File: config.mk
export PLATFORM = sky130hd
export DESIGN_NAME = fib_calc
export DESIGN_NICKNAME = d
export VERILOG_FILES = /design/src/rtl/fib_calc.sv
export SDC_FILE = /design/constraint.sdc
export NUM_CORES = 1
export LEC_CHECK = 0
export BUFFER_PORTS_ARGS = -buffer_cell sky130_fd_sc_hd__buf_2
export CORE_MARGIN = 5
export CORE_UTILIZATION = 50
export DETAILED_ROUTE_END_ITERATION = 10
export HOLD_SLACK_MARGIN = 0.05
export PLACE_DENSITY = 0.8
export SYNTH_ARGS = -nofsm -noshare
export SYNTH_HDL_FRONTEND = slang
export SYNTH_SLANG_ARGS = --single-unit
export TNS_END_PERCENT = 50
File: constraint.sdc
create_clock -name clk -period 2.75 [get_ports clk]
set_input_delay 0.825 -clock clk [delete_from_list [all_inputs] [get_ports clk]]
set_output_delay 0.825 -clock clk [all_outputs]
set_load 0.005 [all_outputs]
File: src/rtl/fib_calc.sv
// Sequential Fibonacci engine: accepts go/n, iterates one addition per cycle, presents fib(n) with done/overflow.
// Optional FIB_SATURATE_EN: clamps result to all ones when fib(n) does not fit in OUTPUT_WIDTH bits.
module fib_calc #(
  parameter int unsigned INPUT_WIDTH  = 6,
  parameter int unsigned OUTPUT_WIDTH = 16
) (
  input  logic                    clk,
  input  logic                    rst_n,
  input  logic                    go,
  input  logic [INPUT_WIDTH-1:0]  n,
  output logic [OUTPUT_WIDTH-1:0] result,
  output logic                    done,
  output logic                    overflow
);

  typedef enum logic [1:0] {
    S_IDLE    = 2'd0,
    S_COMPUTE = 2'd1,
    S_DONE    = 2'd2
  } state_e;

  localparam logic [OUTPUT_WIDTH-1:0] SAT_VAL = '1;

  state_e                  state_q, state_d;
  logic [OUTPUT_WIDTH-1:0] a_q, a_d;
  logic [OUTPUT_WIDTH-1:0] b_q, b_d;
  logic [INPUT_WIDTH-1:0]  cnt_q, cnt_d;
  logic                    a_ovf_q, a_ovf_d;
  logic                    b_ovf_q, b_ovf_d;
  logic [OUTPUT_WIDTH-1:0] result_q, result_d;
  logic                    done_q, done_d;
  logic                    overflow_q, overflow_d;

  logic [OUTPUT_WIDTH:0]   sum_c;
  logic                    cnt_zero_c;

  // Extra MSB of the sum is the carry that marks the true value as too wide.
  assign sum_c      = {1'b0, a_q} + {1'b0, b_q};
  assign cnt_zero_c = (cnt_q == '0);

  // State register
  always_ff @(posedge clk or negedge rst_n) begin
    if (!rst_n) begin
      state_q <= S_IDLE;
    end else begin
      state_q <= state_d;
    end
  end

  // Next-state logic; go is ignored while computing
  always_comb begin
    state_d = state_q;
    case (state_q)
      S_IDLE:    if (go) state_d = S_COMPUTE;
      S_COMPUTE: if (cnt_zero_c) state_d = S_DONE;
      S_DONE:    if (go) state_d = S_COMPUTE;
      default:   state_d = S_IDLE;
    endcase
  end

  // Datapath and output next values
  always_comb begin
    a_d        = a_q;
    b_d        = b_q;
    cnt_d      = cnt_q;
    a_ovf_d    = a_ovf_q;
    b_ovf_d    = b_ovf_q;
    result_d   = result_q;
    done_d     = done_q;
    overflow_d = overflow_q;
    case (state_q)
      S_IDLE, S_DONE: begin
        if (go) begin
          a_d     = '0;
          b_d     = OUTPUT_WIDTH'(1);
          cnt_d   = n;
          a_ovf_d = 1'b0;
          b_ovf_d = 1'b0;
          done_d  = 1'b0;
        end
      end
      S_COMPUTE: begin
        if (!cnt_zero_c) begin
          a_d     = b_q;
          b_d     = sum_c[OUTPUT_WIDTH-1:0];
          b_ovf_d = b_ovf_q | sum_c[OUTPUT_WIDTH];
          // a takes b's flag one step late so a_ovf always describes a
          a_ovf_d = b_ovf_q;
          cnt_d   = cnt_q - INPUT_WIDTH'(1);
        end else begin
`ifdef FIB_SATURATE_EN
          result_d = a_ovf_q ? SAT_VAL : a_q;
`else
          result_d = a_q;
`endif
          overflow_d = a_ovf_q;
          done_d     = 1'b1;
        end
      end
      default: ;
    endcase
  end

  // Datapath and output registers
  always_ff @(posedge clk or negedge rst_n) begin
    if (!rst_n) begin
      a_q        <= '0;
      b_q        <= OUTPUT_WIDTH'(1);
      cnt_q      <= '0;
      a_ovf_q    <= 1'b0;
      b_ovf_q    <= 1'b0;
      result_q   <= '0;
      done_q     <= 1'b0;
      overflow_q <= 1'b0;
    end else begin
      a_q        <= a_d;
      b_q        <= b_d;
      cnt_q      <= cnt_d;
      a_ovf_q    <= a_ovf_d;
      b_ovf_q    <= b_ovf_d;
      result_q   <= result_d;
      done_q     <= done_d;
      overflow_q <= overflow_d;
    end
  end

  assign result   = result_q;
  assign done     = done_q;
  assign overflow = overflow_q;

  // done mirrors the DONE state one-for-one
  a_done_matches_state : assert property (@(posedge clk) disable iff (!rst_n)
    done_q == (state_q == S_DONE));

endmodule

==> metrics, run 1 <==
hpwl dp=4350 um; CTS Buf Count=9; CP max-delay cell=dfstp_2; CP Max Fanout=3; I/O pin count=27; worst slew pin tran=0.648 ns; pwr dens=1450 mW/mm^2; CORE AREA=0.00624 mm^2; antenna-violating nets left=0; DR iter-0 viols=110; Synth Area per Inst=~9.7 um^2; kind of critical path=reg -> reg; final instance area=0.00351 mm^2; Lkg Pwr=1.70 nW; Ys Warns=0; Post-synth EDFFs=0; fin cells=434; internal power=0.00287 W; status=complete, no violations; via count=2,445; clock power share=a little over an eighth; initial antenna violation count=0; CP arrival=2.69 ns; Cell Chain, Critical Path=ha_1, inv_1, fa_1, nor2b_1, o2111ai_1, a211oi_1, a31oi_1, xor2_1, o21ai_0; Hold WS=between 0.4 and 0.5 ns; Setup crit end kind=register; DRC=0; Syn Std Cell Area=between 0.003 and 0.004 mm^2; fin crit period=2.43 ns; port bufs=26; Post-Synth Simple-Gate Area=17.4%; clk_skew=0.00726 ns; clock slew seen by the registers of the worst setup and hold paths=0.07 ns; routed len/inst=14.6 um; GRT busiest layer=met2; Area Overhead vs Synth=11.1%; Slew Limit Fails=0; NetSw=~0.0022 W; first-pass GRT wire length=10,700 um; number of H-tree levels=3; Async S/R FF share, synth=100%; Die Y=89.5 um; Comb pwr share=between 50% and 60%; most frequent cells in the layout=dfrtp_1 (59), nand2_1 (57), nand3_1 (31); global route overflow=0; diodes inserted=0; vias in the first global route=2,343; max-cap viol count=0; area post-placement=between 0.003 and 0.004 mm^2; Max IR drop VDD=between 0.0007 and 0.0008 V; Post-synth top flop=dfrtp_1; area leader, netlist=dfrtp_1; WP data required=3.01 ns; CTS max path bufs=2; vias per std cell=5.63; top cell type's share of synthesized area=approximately 47%; overall routing resource usage=17.7%; Max Freq=between 400 and 500 MHz; sequential power share=32.5%; Critical Path Max Stage Delay=~0.54 ns; cts hold-fix bufs=0; post-synthesis mux area share=under 10%; Net Sw Frac=43.7%; initial cell density of the core=between 50 and 60%; Setup Buffers After CTS=0; met1 global-route usage=between 20 and 25%; Compound-Gate Fraction of Synth Area=13.9%; Post-Syn Instances=326; CTS tree=built; Die Width=89.5 um; crit start category=register; drt total wl=6320 um; Period Utilization, post-route=88.3%; Resize count post-CTS=0; clock sink count=60; met3 Use GR=under 10%; RSZ-0062 raised after global routing=no; layout cell share with drive strength beyond 1=19.3%; GR met2 Demand/Resource=around 29%; worst min-delay path class=reg -> reg; DP Cell Count=418; Final nets=380; die area=approximately 0.008 mm^2; largest net degree at the start of global routing=35; total power=0.00511 W; # rows=29; number of synthesized register bits=60; Syn Nets=354; slew margin rel.=a little under three fifths; most common cell after layout, fill and taps aside=dfrtp_1; First-pass DRT Iterations=4; synth unique cells=between 40 and 50; Final Wtd Congestion=approximately 0.90; xor and xnor area share after synthesis=3.60%; Setup-failing EPs final=0; root buffer cell=clkbuf_8; sequential share of the synthesized area=47.5%; Worst-Skew Late Latency=0.34 ns; Hold Violations, Final=0; adder-cell share of the synthesized area=7.76%; setup TNS=0 ns; top post-synthesis cells by area=dfrtp_1 (47%), ha_1 (7.1%), nand2_1 (6.8%), mux2_2 (5.7%), nand3_1 (4.9%); largest family of logic cells by synthesized area=simple AND/OR/NAND/NOR gates
## sequential cells by signal, indices dropped and copies added (netlist names)
register,flops
done,1
overflow,1
result,16
a_q,16
cnt_q,6
state_q,2
a_ovf_q,1
b_ovf_q,1
b_q,16
## path summary, 6_finish.rpt
check                               startpoint              endpoint  slack (ns)  cells after the start
setup / recovery            b_q[0]$_DFFE_PN1P_   b_q[14]$_DFFE_PN0P_        0.32                      9
max in group asynchronous                rst_n    b_q[0]$_DFFE_PN1P_        1.58                      2
hold reg to reg            a_ovf_q$_DFFE_PN0P_   a_ovf_q$_DFFE_PN0P_        0.46                      2
hold / removal             a_ovf_q$_DFFE_PN0P_   a_ovf_q$_DFFE_PN0P_        0.46                      2
setup reg to reg            b_q[0]$_DFFE_PN1P_   b_q[14]$_DFFE_PN0P_        0.32                      9
min in group asynchronous                rst_n  cnt_q[2]$_DFFE_PN0P_        0.50                      1
## cell families after synthesis
kind of cell / after synthesis
and+or+nand+nor: 120
AOI/OAI and AO/OA: 73
DFF: 60
buffers and inverters: 25
adders and majority gates: 19
muxes: 16
xor gates and xnor gates: 13
## through the flow
step | util, % | worst slack (ns)
after floorplan | - | 0.557
after global placement | 53.7 | 0.437
after detailed placement | 53.7 | 0.365
after CTS | 56.3 | 0.298
after global routing | 56.3 | 0.144
final | 56.3 | 0.323
## final cells by class
class                   instances  area, um^2
clock buffers                  14         153
clock inverters                 2        10.0
fillers                       568        2730
inverters                       7        26.3
multi-input cells             241        1530
flip-flops and latches         60        1500
well taps                      77        96.3
repair buffers                 33         195
## cell usage after synthesis, types with 2 or more instances
library cell  instances
nand2_1              57
dfrtp_1              59
o21ai_0              24
nor2b_1               4
buf_2                 4
nand2b_1              4
a21o_1                4
nor2_1               12
inv_1                 6
xnor2_1               6
o211ai_1              2
a31oi_1               3
ha_1                 18
o31ai_1               2
nand4_1               3
buf_6                 3
nor3_1                3
o21ai_1               2
a21oi_1              23
xor2_1                7
nand3_1              31
a211oi_1              3
clkbuf_1              9
mux2_2               16
buf_4                 2
## metal layers
metal / up-vias / part of all wire (%)
met1: 1193 / 45
met3: 12 / 4.3
met5: - / 0
met2: 46 / 49
met4: 0 / 1.9
li1: 1194 / -
## power groups by stage
stage / sequential [W] / combinational (W) / clock, W
4_1_cts: 0.00166 / 0.00278 / 0.000695
3_5_place_dp: 0.00167 / 0.00276 / 0
2_1_floorplan: 0.00161 / 0.00222 / 0
5_1_grt: 0.00172 / 0.00314 / 0.000734
6_report: 0.00166 / 0.00277 / 0.000674
3_3_place_gp: 0.00165 / 0.00266 / 0
## worst max-delay path, delay by kind of cell, from the launching register on
kind                       cells  cell delay [ns]
AOI/OAI and AO/OA              4             0.84
xor gates and xnor gates       1             0.16
adders and majority gates      2             0.55
buffers and inverters          1             0.06
DFF                            1             0.54
and+or+nand+nor                1             0.20
Power figures use the tool's default switching activity.
==> run 2, diff against run 1 <==
BUFFER_PORTS_ARGS = -buffer_cell sky130_fd_sc_hd__buf_4   (was -buffer_cell sky130_fd_sc_hd__buf_2)
==> run 2 against run 1 <==
Against the previous run: sequential share of layout area decreased by 0.39 points; register-to-register slack improved by 0.02 ns; fmax increased by 0.68%; sequential cell count unchanged; cell count decreased by 0.46%; clock skew increased by 0.00079 ns; first-iteration DRC count decreased by 1.8%.
==> metrics, run 2 (same netlist as run 1, synthesis figures left out) <==
fin crit period=2.41 ns (-0.0164 ns); drt total wl=6100 um (-3.5%); Period Utilization, post-route=87.7% (-0.59 points); Max Freq=415 MHz (+0.68%); cts hold-fix bufs=0 (unchanged); Final nets=379 (-0.26%); CP Max Fanout=3 (unchanged); HP Start=a_ovf_q$_DFFE_PN0P_; total power=0.00510 W (-0.18%); Area Overhead vs Synth=12.2%; Worst-Skew Late Latency=0.34 ns (about the same); sequential power share=32.6% (about the same); clk_skew=0.00806 ns (+0.000792 ns); pwr dens=1440 mW/mm^2 (-1.1%); Final Wtd Congestion=0.895 (-0.76%); fin util=56.8% (+0.52 points); CORE AREA=0.00624 mm^2 (unchanged); setup TNS=0 ns (unchanged); largest net degree at the start of global routing=61 (+74%); slew margin rel.=51.5% (-5.3 points); die area=0.00801 mm^2 (unchanged); via count=2,454 (+0.37%); vias in the first global route=2,402 (+2.5%); max-cap viol count=0 (unchanged); R2R cell count=9 (unchanged); initial antenna violation count=0 (unchanged); worst reg2reg path startpoint=b_q[0]$_DFFE_PN1P_; CTS tree=built; Max IR drop VDD=0.000664 V (-8.4%); WHS Path Cells=2 (unchanged); clock power share=12.6% (-0.6 points); Setup-failing EPs final=0 (unchanged); port bufs=26 (unchanged); Setup crit end kind=register; DR iter-0 viols=108 (-1.8%); area post-placement=0.00339 mm^2 (+1.3%); diodes inserted=0 (unchanged); CTS max path bufs=2 (unchanged); Hold Violations, Final=0 (unchanged); worst slew pin tran=0.728 ns (+0.0797 ns); number of H-tree levels=3 (unchanged); routed len/inst=14.1 um (-3.1%); reg2reg end=b_ovf_q$_DFFE_PN0P_; Net Sw Frac=43.2% (-0.52 points); status=complete, no violations; global route overflow=0 (unchanged); DRC=0 (unchanged); layout cell share with drive strength beyond 1=19.2% (-0.17 points); antenna-violating nets left=0 (unchanged); most frequent cells in the layout=dfrtp_1 (59), nand2_1 (57), buf_4 (32); kind of critical path=reg -> reg; Lkg Pwr=1.69 nW (-0.30%); Setup Buffers After CTS=0 (unchanged); I/O pin count=27 (unchanged); Slew Limit Fails=0 (unchanged); clock sink count=60 (unchanged); crit start category=register; Resize count post-CTS=0 (unchanged); initial cell density of the core=50.6% (unchanged); WP data required=3.03 ns (+0.02 ns); internal power=0.00289 W (+0.74%); Die Y=89.5 um (unchanged); first-pass GRT wire length=10,800 um (+0.32%); RSZ-0062 raised after global routing=no; Worst R2R Setup Slack=0.34 ns (+0.02 ns); CTS Buf Count=9 (unchanged); Comb pwr share=54.8% (+0.5 points); CP arrival=2.69 ns (about the same); clock slew seen by the registers of the worst setup and hold paths=0.07 ns (about the same); overall routing resource usage=17.5% (-0.18 points); most common cell after layout, fill and taps aside=dfrtp_1; hpwl dp=4170 um (-4.3%); NetSw=0.00220 W (-1.4%); vias per std cell=5.68 (+0.83%); # rows=29 (unchanged); First-pass DRT Iterations=5 (+1); final instance area=0.00354 mm^2 (+0.93%); Die Width=89.5 um (unchanged); root buffer cell=clkbuf_8; worst min-delay path class=reg -> reg; hold endpoint=a_ovf_q$_DFFE_PN0P_
## run 2: cell types whose count changed in the layout (fill, tap and decap cells not counted)
| cell | delta |
|---|---|
| buf_12 | -1 |
| buf_2 | -26 |
| buf_4 | +26 |
| clkbuf_1 | -1 |
| clkbuf_8 | -1 |
| clkinv_2 | +1 |
## run 2: metal layers
layer  global-route usage (%)  part of all wire, %
met1                     22.2                   44
met2                     27.9                   49
met3                     4.33                  4.6
met4                     8.66                  2.5
met5                        0                    0
## run 2: critical path, stage by stage, from the launching register on
cell       delay [ns]
dfstp_2          0.54
ha_1             0.18
inv_1            0.06
fa_1             0.37
nor2b_1          0.21
o2111ai_1        0.19
a211oi_1         0.36
nor2_1           0.12
nor3_1           0.19
o31a_1           0.15
## run 2: area by class of cell
cell class,count,area [um^2]
Fill cell,571,2700
Multi-Input combinational cell,241,1530
Sequential cell,60,1500
Timing Repair Buffer,32,240
Clock buffer,12,135
Tap cell,77,96.3
Inverter,7,26.3
Clock inverter,3,15.0
## run 2: power groups by stage
| stage | Clock [W] | Combinational (W) | Sequential [W] |
|---|---|---|---|
| after floorplan | 0 | 0.00222 | 0.00161 |
| after global routing | 0.000709 | 0.00319 | 0.00173 |
| after global placement | 0 | 0.00272 | 0.00165 |
| after CTS | 0.000669 | 0.00281 | 0.00167 |
| after detailed placement | 0 | 0.00280 | 0.00168 |
| final | 0.000641 | 0.00279 | 0.00166 |
## run 2: worst max-delay path by stage
stage	from	endpoint	slack, ns	cells after the start
after global routing	b_q[0]$_DFFE_PN1P_	b_q[12]$_DFFE_PN0P_	0.11	9
after CTS	b_q[0]$_DFFE_PN1P_	b_q[12]$_DFFE_PN0P_	0.35	9
after detailed placement	b_q[0]$_DFFE_PN1P_	b_q[12]$_DFFE_PN0P_	0.35	9
after global placement	b_q[0]$_DFFE_PN1P_	b_ovf_q$_DFFE_PN0P_	0.44	9
final	b_q[0]$_DFFE_PN1P_	b_ovf_q$_DFFE_PN0P_	0.34	9
after floorplan	b_q[0]$_DFFE_PN1P_	b_q[14]$_DFFE_PN0P_	0.56	9
## run 2: through the flow
step	setup slack, ns	cells	hold slack (ns)
finish	0.339	432	0.475
global placement	0.443	417	0.447
global route	0.115	432	0.496
CTS	0.348	432	0.485
detailed placement	0.350	417	0.468
floorplan	0.557	326	0.435
